==> src/rtl/muldiv_sequencer.sv <==
// muldiv_sequencer: iterative signed multiply/divide unit for the 16-bit core.
// An accepted start holds the pipeline while the unit iterates. The 2*WIDTH
// result is then presented as hi/lo halves: product for multiply, and
// remainder:quotient for divide.
//
// Ports:
//   clk        system clock, rising edge
//   rst        asynchronous, active-high reset
//   start      launch request, sampled only in IDLE
//   multiDiv   01 multiply, 10 divide, 00/11 no operation
//   opA, opB   signed operands (multiplicand/dividend, multiplier/divisor)
//   busy       high whenever the unit is not idle
//   stall      pipeline hold request
//   done       one-cycle pulse, results valid
//   resultHi   product upper half or remainder
//   resultLo   product lower half or quotient
//   divByZero  (only with DIV_BY_ZERO_TRAP_EN) set by a trapped divide by zero
//
// Build option DIV_BY_ZERO_TRAP_EN: a divide by zero goes straight from IDLE
// to DONE and raises divByZero. Without it, a divide by zero runs the full
// latency.
//
// state | meaning
// IDLE  | waiting for an accepted start
// RUN   | one shift-add / restoring-divide iteration per cycle on magnitudes
// FIX   | apply operand signs, register results
// DONE  | done pulse, results valid
module muldiv_sequencer #(
    parameter int WIDTH = 16
) (
    input  logic             clk,
    input  logic             rst,
    input  logic             start,
    input  logic [1:0]       multiDiv,
    input  logic [WIDTH-1:0] opA,
    input  logic [WIDTH-1:0] opB,
    output logic             busy,
    output logic             stall,
    output logic             done,
    output logic [WIDTH-1:0] resultHi,
`ifdef DIV_BY_ZERO_TRAP_EN
    output logic [WIDTH-1:0] resultLo,
    output logic             divByZero
`else
    output logic [WIDTH-1:0] resultLo
`endif
);

    localparam int CW = (WIDTH > 1) ? $clog2(WIDTH) : 1;

    typedef enum logic [1:0] {S_IDLE, S_RUN, S_FIX, S_DONE} state_t;

    state_t           state_q, state_d;
    logic [CW-1:0]    count_q, count_d;
    // Multiply: {carry, hi, lo}, multiplier enters in lo.
    // Divide:   {remainder (W+1), quotient}, dividend enters in lo.
    logic [2*WIDTH:0] acc_q, acc_d;
    logic [WIDTH-1:0] opnd_q, opnd_d;    // multiplicand or divisor magnitude
    logic             is_div_q, is_div_d;
    logic             sign_a_q, sign_a_d;
    logic             sign_b_q, sign_b_d;
    logic             div0_q, div0_d;
    logic [WIDTH-1:0] res_hi_q, res_hi_d;
    logic [WIDTH-1:0] res_lo_q, res_lo_d;
`ifdef DIV_BY_ZERO_TRAP_EN
    logic             dbz_q, dbz_d;
`endif

    logic               valid_op, accept;
    logic [WIDTH-1:0]   abs_a, abs_b;
    logic [WIDTH:0]     sum, rem_sh, diff;
    logic [WIDTH-1:0]   q_sh;
    logic [2*WIDTH-1:0] prod;

    always_ff @(posedge clk or posedge rst) begin
        if (rst) begin
            state_q  <= S_IDLE;
            count_q  <= '0;
            acc_q    <= '0;
            opnd_q   <= '0;
            is_div_q <= 1'b0;
            sign_a_q <= 1'b0;
            sign_b_q <= 1'b0;
            div0_q   <= 1'b0;
            res_hi_q <= '0;
            res_lo_q <= '0;
`ifdef DIV_BY_ZERO_TRAP_EN
            dbz_q    <= 1'b0;
`endif
        end else begin
            state_q  <= state_d;
            count_q  <= count_d;
            acc_q    <= acc_d;
            opnd_q   <= opnd_d;
            is_div_q <= is_div_d;
            sign_a_q <= sign_a_d;
            sign_b_q <= sign_b_d;
            div0_q   <= div0_d;
            res_hi_q <= res_hi_d;
            res_lo_q <= res_lo_d;
`ifdef DIV_BY_ZERO_TRAP_EN
            dbz_q    <= dbz_d;
`endif
        end
    end

    always_comb begin
        state_d  = state_q;
        count_d  = count_q;
        acc_d    = acc_q;
        opnd_d   = opnd_q;
        is_div_d = is_div_q;
        sign_a_d = sign_a_q;
        sign_b_d = sign_b_q;
        div0_d   = div0_q;
        res_hi_d = res_hi_q;
        res_lo_d = res_lo_q;
`ifdef DIV_BY_ZERO_TRAP_EN
        dbz_d    = dbz_q;
`endif

        valid_op = (multiDiv == 2'b01) || (multiDiv == 2'b10);
        accept   = (state_q == S_IDLE) && start && valid_op;
        abs_a    = opA[WIDTH-1] ? -opA : opA;
        abs_b    = opB[WIDTH-1] ? -opB : opB;

        sum    = {1'b0, acc_q[2*WIDTH-1:WIDTH]} + {1'b0, opnd_q};
        // Remainder stays below the divisor (<= 2^(W-1)), so after shifting it
        // still fits in W+1 bits and diff[WIDTH] is a valid sign.
        rem_sh = acc_q[2*WIDTH-1:WIDTH-1];
        q_sh   = {acc_q[WIDTH-2:0], 1'b0};
        diff   = rem_sh - {1'b0, opnd_q};
        prod   = acc_q[2*WIDTH-1:0];

        case (state_q)
            S_IDLE: begin
                if (accept) begin
                    sign_a_d = opA[WIDTH-1];
                    sign_b_d = opB[WIDTH-1];
                    is_div_d = (multiDiv == 2'b10);
                    div0_d   = (opB == '0);
                    count_d  = '0;
                    if (multiDiv == 2'b10) begin
                        opnd_d = abs_b;
                        acc_d  = {{(WIDTH+1){1'b0}}, abs_a};
                    end else begin
                        opnd_d = abs_a;
                        acc_d  = {{(WIDTH+1){1'b0}}, abs_b};
                    end
                    state_d = S_RUN;
`ifdef DIV_BY_ZERO_TRAP_EN
                    dbz_d = 1'b0;
                    if ((multiDiv == 2'b10) && (opB == '0)) begin
                        res_hi_d = opA;
                        res_lo_d = '1;
                        dbz_d    = 1'b1;
                        state_d  = S_DONE;
                    end
`endif
                end
            end
            S_RUN: begin
                if (is_div_q) begin
                    if (!diff[WIDTH]) acc_d = {diff, q_sh | {{(WIDTH-1){1'b0}}, 1'b1}};
                    else              acc_d = {rem_sh, q_sh};
                end else begin
                    if (acc_q[0]) acc_d = {sum, acc_q[WIDTH-1:0]} >> 1;
                    else          acc_d = acc_q >> 1;
                end
                count_d = count_q + CW'(1);
                if (count_q == CW'(WIDTH-1)) state_d = S_FIX;
            end
            S_FIX: begin
                if (is_div_q) begin
                    // A zero divisor yields quotient all-ones and remainder |opA|;
                    // skipping the quotient sign fix leaves {opA, all-ones}.
                    res_lo_d = ((sign_a_q ^ sign_b_q) && !div0_q) ? -acc_q[WIDTH-1:0]
                                                                   : acc_q[WIDTH-1:0];
                    res_hi_d = sign_a_q ? -acc_q[2*WIDTH-1:WIDTH] : acc_q[2*WIDTH-1:WIDTH];
                end else begin
                    {res_hi_d, res_lo_d} = (sign_a_q ^ sign_b_q) ? -prod : prod;
                end
                state_d = S_DONE;
            end
            S_DONE: state_d = S_IDLE;
            default: state_d = S_IDLE;
        endcase
    end

    assign busy     = (state_q != S_IDLE);
    assign done     = (state_q == S_DONE);
    assign stall    = accept || (state_q == S_RUN) || (state_q == S_FIX);
    assign resultHi = res_hi_q;
    assign resultLo = res_lo_q;
`ifdef DIV_BY_ZERO_TRAP_EN
    assign divByZero = dbz_q;
`endif

endmodule

==> config.mk <==
export PLATFORM = sky130hd
export DESIGN_NAME = muldiv_sequencer
export DESIGN_NICKNAME = d
export VERILOG_FILES = /design/src/rtl/muldiv_sequencer.sv
export SDC_FILE = /design/constraint.sdc
export NUM_CORES = 1
export LEC_CHECK = 0
export CAP_MARGIN = 10
export CORE_MARGIN = 2
export CORE_UTILIZATION = 45
export DETAILED_ROUTE_END_ITERATION = 12
export PLACE_DENSITY = 0.61
export SYNTH_ARGS = -nofsm -noshare
export SYNTH_HDL_FRONTEND = slang
export SYNTH_SLANG_ARGS = --single-unit
==> constraint.sdc <==
create_clock -name clk -period 4.1 [get_ports clk]
set_input_delay 0.82 -clock clk [delete_from_list [all_inputs] [get_ports clk]]
set_output_delay 0.82 -clock clk [all_outputs]
set_load 0.02 [all_outputs]
======== Word-level counts from Yosys, hierarchy flattened ========
Cells that the tools add are included.
storage, ports and cells
  word-level logic and storage cells ...... 60
  input bits .............................. 37
  output and inout bits ................... 35
  bits in registers ....................... 91
cells by class
  reductions and logical operators ........ 14
  mux-type cells .......................... 19
  bitwise gates (word level) .............. 1
  equality and inequality tests ........... 8
  add/subtract/negate cells ............... 8
operators by type and width
  kind                                            number
  two-way mux 16 bit                              8
  two-way mux 33 bit                              3
  case mux 33 bit (2 select lines)                1
  two-way mux 32 bit                              2
  negator 16 bit                                  4
  negator 32 bit                                  1
  adder 16 x 16 -> 17 bit                         1
  subtractor 17 x 16 -> 17 bit                    1
  logical NOT 16 bit                              1
  case mux 2 bit (4 select lines)                 1
  case mux 4 bit (2 select lines)                 1
  == test 2 bit (second input constant)           3
  AND reduction 2 bit                             3
  adder 4 x 1 -> 4 bit (second input constant)    1
  == test 2 x 1 -> 1 bit (second input constant)  2
  == test 4 bit (second input constant)           1
  two-way mux 2 bit                               2
  two-way mux 4 bit                               1
  inequality test 2 bit (second input constant)   2
  nonzero test 2 bit                              2
  logical AND 1 bit                               3
  logical OR 1 bit                                3
  logical NOT 2 bit                               1
  logical NOT 1 bit                               1
  XOR 1 bit                                       1

======== Depth between registers and ports, before layout ========
Gate-level depths: netlist of the first run.
  depth in word-level cells ............... 5
  mapped depth ............................ 17
  mapped depth without buffers ............ 16

======== Worst setup path after synthesis of the first run ========
OpenSTA, ideal clock, no wires.
  path kind ............................... flip-flop to flip-flop
  start point ............................. register acc_q[22]
  end point ............................... register acc_q[26]
  slack ................................... 0.815 ns
  clock period less this slack ............ 3.285 ns
  data required time ...................... 4.013 ns
  path buffers ............................ 2
  arrival time ............................ 3.198 ns
  setup time .............................. 0.087 ns
  cell stages (with the launch flop) ...... 16
  cell sequence ........................... dfrtp_1 -> ha_1 -> a21o_1 -> a21o_1 -> a311oi_1 -> a21boi_0 -> o21a_1 -> o211ai_1 -> nand2_1 -> ha_1 -> clkbuf_1 -> clkbuf_1 -> nor2_1 -> a2bb2oi_1 -> o211ai_1 -> a22oi_1
on the way
  longest elaborated chain between the ends .. 4
  elaborated cells between the ends (all ways) .. 6
  those cells by class .................... add/sub: 2; mux: 4
RTL lines
  what                                                                     RTL line  RTL
  start, declared                                                          57        logic [2*WIDTH:0] acc_q, acc_d;
  start signal, assigned                                                   79        acc_q <= '0;
  start signal, assigned                                                   93        acc_q <= acc_d;
  subtractor 17 x 16 -> 17 bit or adder 16 x 16 -> 17 bit (tied branches)  132, 127
  two-way mux 33 bit or two-way mux 32 bit (tied branches)                 164, 167
  two-way mux 33 bit *                                                     163       if (is_div_q) begin
  case mux 33 bit (2 select lines) *                                       135       case (state_q)
Mark *: on every way between the ends. The rest lies on a longest branch, timed or not.
A chain may end at the register's enable or synchronous reset.

======== Final worst setup path of the first run ========
  start point ............................. register acc_q[22]
  end point ............................... register acc_q[30]
The elaborated chain is that of the path after synthesis.

==> summary.txt, run 1 <==
Cells and area
  – Final Net Count: 1092
  – Commonest non-fill, non-tap cells in the layout: nor2_1, a21oi_1, o21ai_0
  – Register area: 2278 sq um
  – Area taken by multi-input logic gates: 4910 sq um
  – ANT cells: 0
  – Layout area overhead: 16.62%
  – Commonest non-fill, non-tap cell in the layout: nor2_1
  – Layout fillers: 1651
  – Layout cells sized above 1: 0.07601
  – Cell Count, Final, Fillers Out: 1233

Timing
  – Hold Violations, Final: 0
  – Final Setup Violations: 0
  – Setup TNS Final: 0 ns
  – Worst slew pin tran: 1.033 ns
  – Layout Skew: 0.01204 ns
  – Tcrit/Tclk final: 0.9043
  – Achievable Freq: 0.2697 GHz
  – Headroom to the max-slew limit: 0.3115
  – Final min period: 3.708 ns
  – RSZ-0062 raised after global routing: no
  – Slew Limit Fails: 0

Worst setup path
  – CP startpoint kind: flip-flop
  – Critical-path top delay cell: dfrtp_1
  – Reg2Reg Launch Point: acc_q[22]
  – R2R depth: 15
  – Setup crit start: acc_q[22]
  – CP required: 4.28 ns
  – Critical path, cell by cell: ha_1, a21o_1, a21o_1, a311oi_1, a21boi_0, o21a_1, o211ai_1, nand2_1, ha_1, buf_4, nand2_1, nor3_1, a31o_2, a21oi_1, a41oi_1
  – Critical path's largest stage delay: 0.41 ns
  – Worst Path Buf+Inv: 1
  – CP Data Arrival Time: 3.89 ns
  – Critical Path Stages: 15
  – Crit path to: acc_q[30]
  – Crit-path max FO: 7
  – Worst setup EP type: flip-flop
  – Kind of critical path: flip-flop to flip-flop
  – R2r endpoint: acc_q[30]
  – FF-to-FF setup slack: 0.39 ns
  – Largest delay share family, worst path: compound AO/OA/AOI/OAI gates

Clock tree
  – CTS Sinks: 91
  – Total CTS buffers: 9
  – Reg clk slew, reported paths: 0.07 ns
  – CTS tree: built
  – CTS resizes: 0
  – Clk root buf: clkbuf_16
  – Clock Tree Buf Depth: 2
  – Post-CTS setup buffers: 0
  – CTS Hold Buffers Added: 0
  – Worst skew pair latency: 0.35 ns
  – # H-tree levels: 3

Power and ir drop
  – P per Cell Area: 907.1 nW/um^2
  – Worst VDD drop: 0.3290 mV
  – Lkg Pwr: 0.003681 uW

Place
  – HPWL Detailed: 16810 um
  – PortBufs: 71
  – Dpl cells: 1218
  – Final RePlAce weighted congestion: 0.9632

Drt
  – Total number of vias: 7109
  – DRT iter0 DRCs: 538
  – Routed WL: 21880 um
  – DR pass1 iterations: 5
  – Drc violations: 0
  – Via density: 5.766
  – Antenna viol nets, final: 0
  – DR WL/cell: 17.75 um

Floorplanning
  – Die Y: 133.7 um
  – Core footprint: 16520 sq um
  – Initial Util: 0.4579
  – Row count: 47
  – Die area: 17870 sq um
  – Die Wd: 133.7 um
  – I/O pins: 72

Flow run
  – Max-Cap Viols: 0

Global route
  – Grt total ovfl: 0
  – First-pass GRT wire length: 35030 um
  – Vias in the first global route: 6474
  – Antenna violations before repair: 0
  – All-Layer GR Usage: 0.2489
  – Pin count of the biggest net entering global routing: 62

Min path
  – Hold Crit Class: flip-flop to flip-flop
  – Worst Min Path Start: acc_q[32]

Synthesis
  – Share of Yosys cell area claimed by the top area cell type: 0.3009
  – Syn Inst Count: 956
  – Syn Nets: 1039
  – Mapped Area: 7567 sq um
  – Syn Area/Cell: 7.916 sq um
  – Synth unique cells: 64
  – EDFF count, synth: 0
  – Top area cells in the synthesized netlist: dfrtp_1, ha_1, a21oi_1, o21ai_0, nor2_1
  – Asr flop ratio synth: 1.000
  – Yosys top cell by area: dfrtp_1
  – Synth Warn #: 0
  – Post-synthesis register bit count: 91
  – Sequential area share after synthesis: 0.3009
  – Most common flop cell mapped by yosys: dfrtp_1

Status
  – Status: completed
[per-stage QoR]
step	hold WS, ns	area [sq um]	total power (uW)	worst slack [ns]	utilization
after floorplan	0.4422	7567	5573	0.8146	-
after global placement	0.4723	8551	7119	0.4358	0.5175
final	0.4900	8825	8005	0.3924	0.5340
after CTS	0.4895	8825	7973	0.4286	0.5340
after global routing	0.5226	8825	8719	0.1216	0.5340
after detailed placement	0.4695	8551	7149	0.4398	0.5175
[flip-flops by register name (all words and copies together) (netlist names)]
name	cells
acc_q	33
opnd_q	16
resultHi	16
resultLo	16
count_q	4
state_q	2
div0_q	1
is_div_q	1
sign_a_q	1
sign_b_q	1
[report_power, final]
part | total [uW] | internal (uW) | switching [uW]
Combinational | 5450 | 2270 | 3180
Clock | 786 | 413 | 373
Sequential | 1770 | 1310 | 465
[area by class of cell]
type                    instances  area share
clock inverters                 6    0.005530
multi-input cells             764      0.5564
flip-flops and latches         91      0.2582
well taps                     220     0.03119
inverters                      44     0.01886
clock buffers                   9     0.02552
repair buffers                 99      0.1044
[cell families (layout without fill, tap and decap cells)]
group | count (synthesis) | in the layout | synth area share
adders and majority gates | 46 | 46 | 0.07804
buffers and inverters | 101 | 158 | 0.05109
DFF | 91 | 91 | 0.3009
and+or+nand+nor | 291 | 291 | 0.1776
xor gates and xnor gates | 71 | 71 | 0.08218
muxes | 28 | 28 | 0.03952
AOI/OAI and AO/OA | 328 | 328 | 0.2707
[tightest hold or removal path, cell delays in order, from the launching register on]
cell and delay, ns:
dfrtp_1 0.35, nand2_1 0.05, o21ai_0 0.06
[synth_stat cells (3+ instances only)]
| cell | number |
|---|---|
| a211oi_1 | 19 |
| a21o_1 | 15 |
| a21oi_1 | 93 |
| a221o_1 | 4 |
| a22o_1 | 4 |
| a311oi_1 | 4 |
| a31oi_1 | 8 |
| buf_1 | 3 |
| clkbuf_1 | 53 |
| dfrtp_1 | 91 |
| ha_1 | 44 |
| inv_1 | 42 |
| mux2_2 | 15 |
| mux2i_1 | 13 |
| nand2_1 | 88 |
| nand2b_1 | 5 |
| nand3_1 | 22 |
| nand3b_1 | 3 |
| nand4_1 | 3 |
| nor2_1 | 98 |
| nor2b_1 | 15 |
| nor3_1 | 18 |
| nor3b_1 | 5 |
| nor4_1 | 6 |
| o2111ai_1 | 3 |
| o211ai_1 | 14 |
| o21a_1 | 10 |
| o21ai_0 | 93 |
| o221ai_1 | 5 |
| o22ai_1 | 5 |
| o31a_1 | 4 |
| o31ai_1 | 21 |
| o41ai_1 | 5 |
| or2_2 | 5 |
| or3_1 | 9 |
| or4_1 | 6 |
| xnor2_1 | 38 |
| xor2_1 | 33 |
[metal layers]
| layer | wire [um] | GRT usage | part of all wire |
|---|---|---|---|
| met3 | 1214 | 0.02816 | 0.055 |
| met5 | 0 | 0 | 0 |
| met2 | 9397 | 0.3731 | 0.43 |
| met4 | 473 | 0.08511 | 0.022 |
| met1 | 10800 | 0.3717 | 0.49 |
[worst min path at each step]
stage	endpoint	cells after the start
global route	resultHi[8]	1
global placement	acc_q[32]	2
CTS	acc_q[32]	2
finish	acc_q[32]	2
floorplan	acc_q[32]	2
detailed placement	acc_q[32]	2
No activity file was read; power rests on OpenSTA's default activity.
==> run 2: changes to the inputs <==
Settings changed: CAP_MARGIN 10 to unset, HOLD_SLACK_MARGIN set to 0.15, MAX_ROUTING_LAYER set to met4.
==> summary.txt, run 2 (synthesis results as in run 1) <==
Worst setup path
  – R2R depth: 15 (unchanged)
  – R2r endpoint: acc_q[30]
  – CP startpoint kind: primary input
  – Crit-path max FO: 5 (-2)
  – FF-to-FF setup slack: 0.50 ns (+0.11 ns)
  – CP required: 3.28 ns (-1.00 ns)
  – Reg2Reg Launch Point: acc_q[22]
  – Kind of critical path: primary input to output pin
  – Worst setup EP type: output pin
  – Setup crit start: multiDiv[0]
  – CP Data Arrival Time: 2.85 ns (-1.04 ns)
  – Crit path to: stall

Global route
  – All-Layer GR Usage: 0.2552 (+0.006289)
  – Pin count of the biggest net entering global routing: 62 (unchanged)
  – First-pass GRT wire length: 34610 um (-1.2%)
  – Vias in the first global route: 6407 (-1.0%)
  – Grt total ovfl: 0 (unchanged)
  – Antenna violations before repair: 0 (unchanged)

Drt
  – DRT iter0 DRCs: 461 (-14%)
  – DR WL/cell: 17.71 um (-0.20%)
  – Drc violations: 0 (unchanged)
  – Antenna viol nets, final: 0 (unchanged)
  – Routed WL: 21860 um (-0.12%)
  – DR pass1 iterations: 7 (+2)
  – Via density: 5.804 (+0.66%)
  – Total number of vias: 7162 (+0.75%)

Clock tree
  – Worst skew pair latency: 0.36 ns (about the same)
  – Post-CTS setup buffers: 0 (unchanged)
  – Clock Tree Buf Depth: 2 (unchanged)
  – # H-tree levels: 3 (unchanged)
  – CTS resizes: 0 (unchanged)
  – Clk root buf: clkbuf_16
  – CTS tree: built
  – Reg clk slew, reported paths: 0.07 ns (about the same)
  – CTS Sinks: 91 (unchanged)
  – CTS Hold Buffers Added: 0 (unchanged)
  – Total CTS buffers: 9 (unchanged)

Floorplanning
  – Die area: 17870 sq um (unchanged)
  – Die Y: 133.7 um (unchanged)
  – Die Wd: 133.7 um (unchanged)
  – I/O pins: 72 (unchanged)
  – Core footprint: 16520 sq um (unchanged)
  – Row count: 47 (unchanged)
  – Initial Util: 0.4579 (unchanged)

Cells and area
  – ANT cells: 0 (unchanged)
  – Layout fillers: 1642 (-0.55%)
  – Layout cells sized above 1: 0.07692 (+0.0009112)
  – Layout area overhead: 16.85%
  – Final Net Count: 1092 (unchanged)
  – Fin util: 0.5351 (+0.001060)
  – Commonest non-fill, non-tap cell in the layout: nor2_1
  – Largest register by flop count: acc_q
  – Commonest non-fill, non-tap cells in the layout: nor2_1, a21oi_1, o21ai_0
  – Max FFs per register: 33 (unchanged)

Status
  – Status: completed

Timing
  – Headroom to the max-slew limit: 0.2878 (-0.02361)
  – Setup TNS Final: 0 ns (unchanged)
  – Layout Skew: 0.01039 ns (-0.001646 ns)
  – Final setup margin: 0.4270 ns (+0.03465 ns)
  – Final Setup Violations: 0 (unchanged)
  – RSZ-0062 raised after global routing: no
  – Final min period: 3.673 ns (-0.03465 ns)
  – Slew Limit Fails: 0 (unchanged)
  – Tcrit/Tclk final: 0.8959 (-0.008452)
  – Hold Violations, Final: 0 (unchanged)
  – Worst slew pin tran: 1.068 ns (+0.03542 ns)
  – Achievable Freq: 0.2723 GHz (+0.94%)

Min path
  – Worst Min Path Start: acc_q[32]
  – Hold Crit Class: flip-flop to flip-flop

Place
  – HPWL Detailed: 16870 um (+0.38%)
  – PortBufs: 71 (unchanged)
  – Final RePlAce weighted congestion: 0.9551 (-0.84%)
  – DP Worst Slack: 0.4322 ns (-0.007596 ns)

Power and ir drop
  – Worst VDD drop: 0.3512 mV (+6.7%)
  – P per Cell Area: 907.8 nW/um^2 (about the same)
  – Lkg Pwr: 0.003700 uW (+0.54%)

Flow run
  – Max-Cap Viols: 0 (unchanged)
-- run 2: changes by cell type in the layout (fill, tap and decap cells not counted), sizes merged --
cell      before  now
clkinvlp       3    0
clkinv         4    6
inv           43   45
-- run 2: critical path: stages --
cell and delay (ns):
clkdlybuf4s50_1 0.45, inv_1 0.04, ha_1 0.26, nand2b_1 0.20
or2_2 0.31, nand2_1 0.14, clkdlybuf4s50_1 0.63
-- run 2: cell type report --
type,instances,area [sq um],area share
Clock inverter,7,66.31,0.007500
Tap cell,220,275.3,0.03113
Clock buffer,9,225.2,0.02547
Multi-Input combinational cell,764,4910,0.5553
Timing Repair Buffer,99,920.9,0.1041
Sequential cell,91,2278,0.2577
Inverter,44,166.4,0.01882
-- run 2: stage by stage --
stage / hold slack [ns] / cells / power (uW) / cell area [sq um]
2_1_floorplan: 0.4422 / 956 / 5573 / 7567
3_3_place_gp: 0.4848 / 1218 / 7101 / 8551
3_5_place_dp: 0.4761 / 1218 / 7146 / 8551
4_1_cts: 0.5010 / 1234 / 8006 / 8842
5_1_grt: 0.5325 / 1234 / 8742 / 8842
6_report: 0.5056 / 1234 / 8027 / 8842
-- run 2: power by group --
| group | internal (uW) | switching [uW] | total (uW) |
|---|---|---|---|
| registers | 1310 | 477 | 1780 |
| clock network | 427 | 400 | 827 |
| logic | 2270 | 3150 | 5420 |
-- run 2: worst min path at each step --
stage,cells past startpoint,end,slack [ns]
after CTS,2,acc_q[32],0.50
after floorplan,2,acc_q[32],0.44
final,2,acc_q[32],0.51
after global routing,2,resultLo[4],0.53
after detailed placement,2,acc_q[32],0.48
after global placement,2,acc_q[32],0.48
-- run 2: metal layers --
layer | wire length (um) | part of all wire | global-route usage
met3 | 1463 | 0.067 | 0.03957
met4 | 492 | 0.023 | 0.08747
met5 | 0 | 0 | -
met2 | 9463 | 0.43 | 0.3674
met1 | 10440 | 0.48 | 0.3652
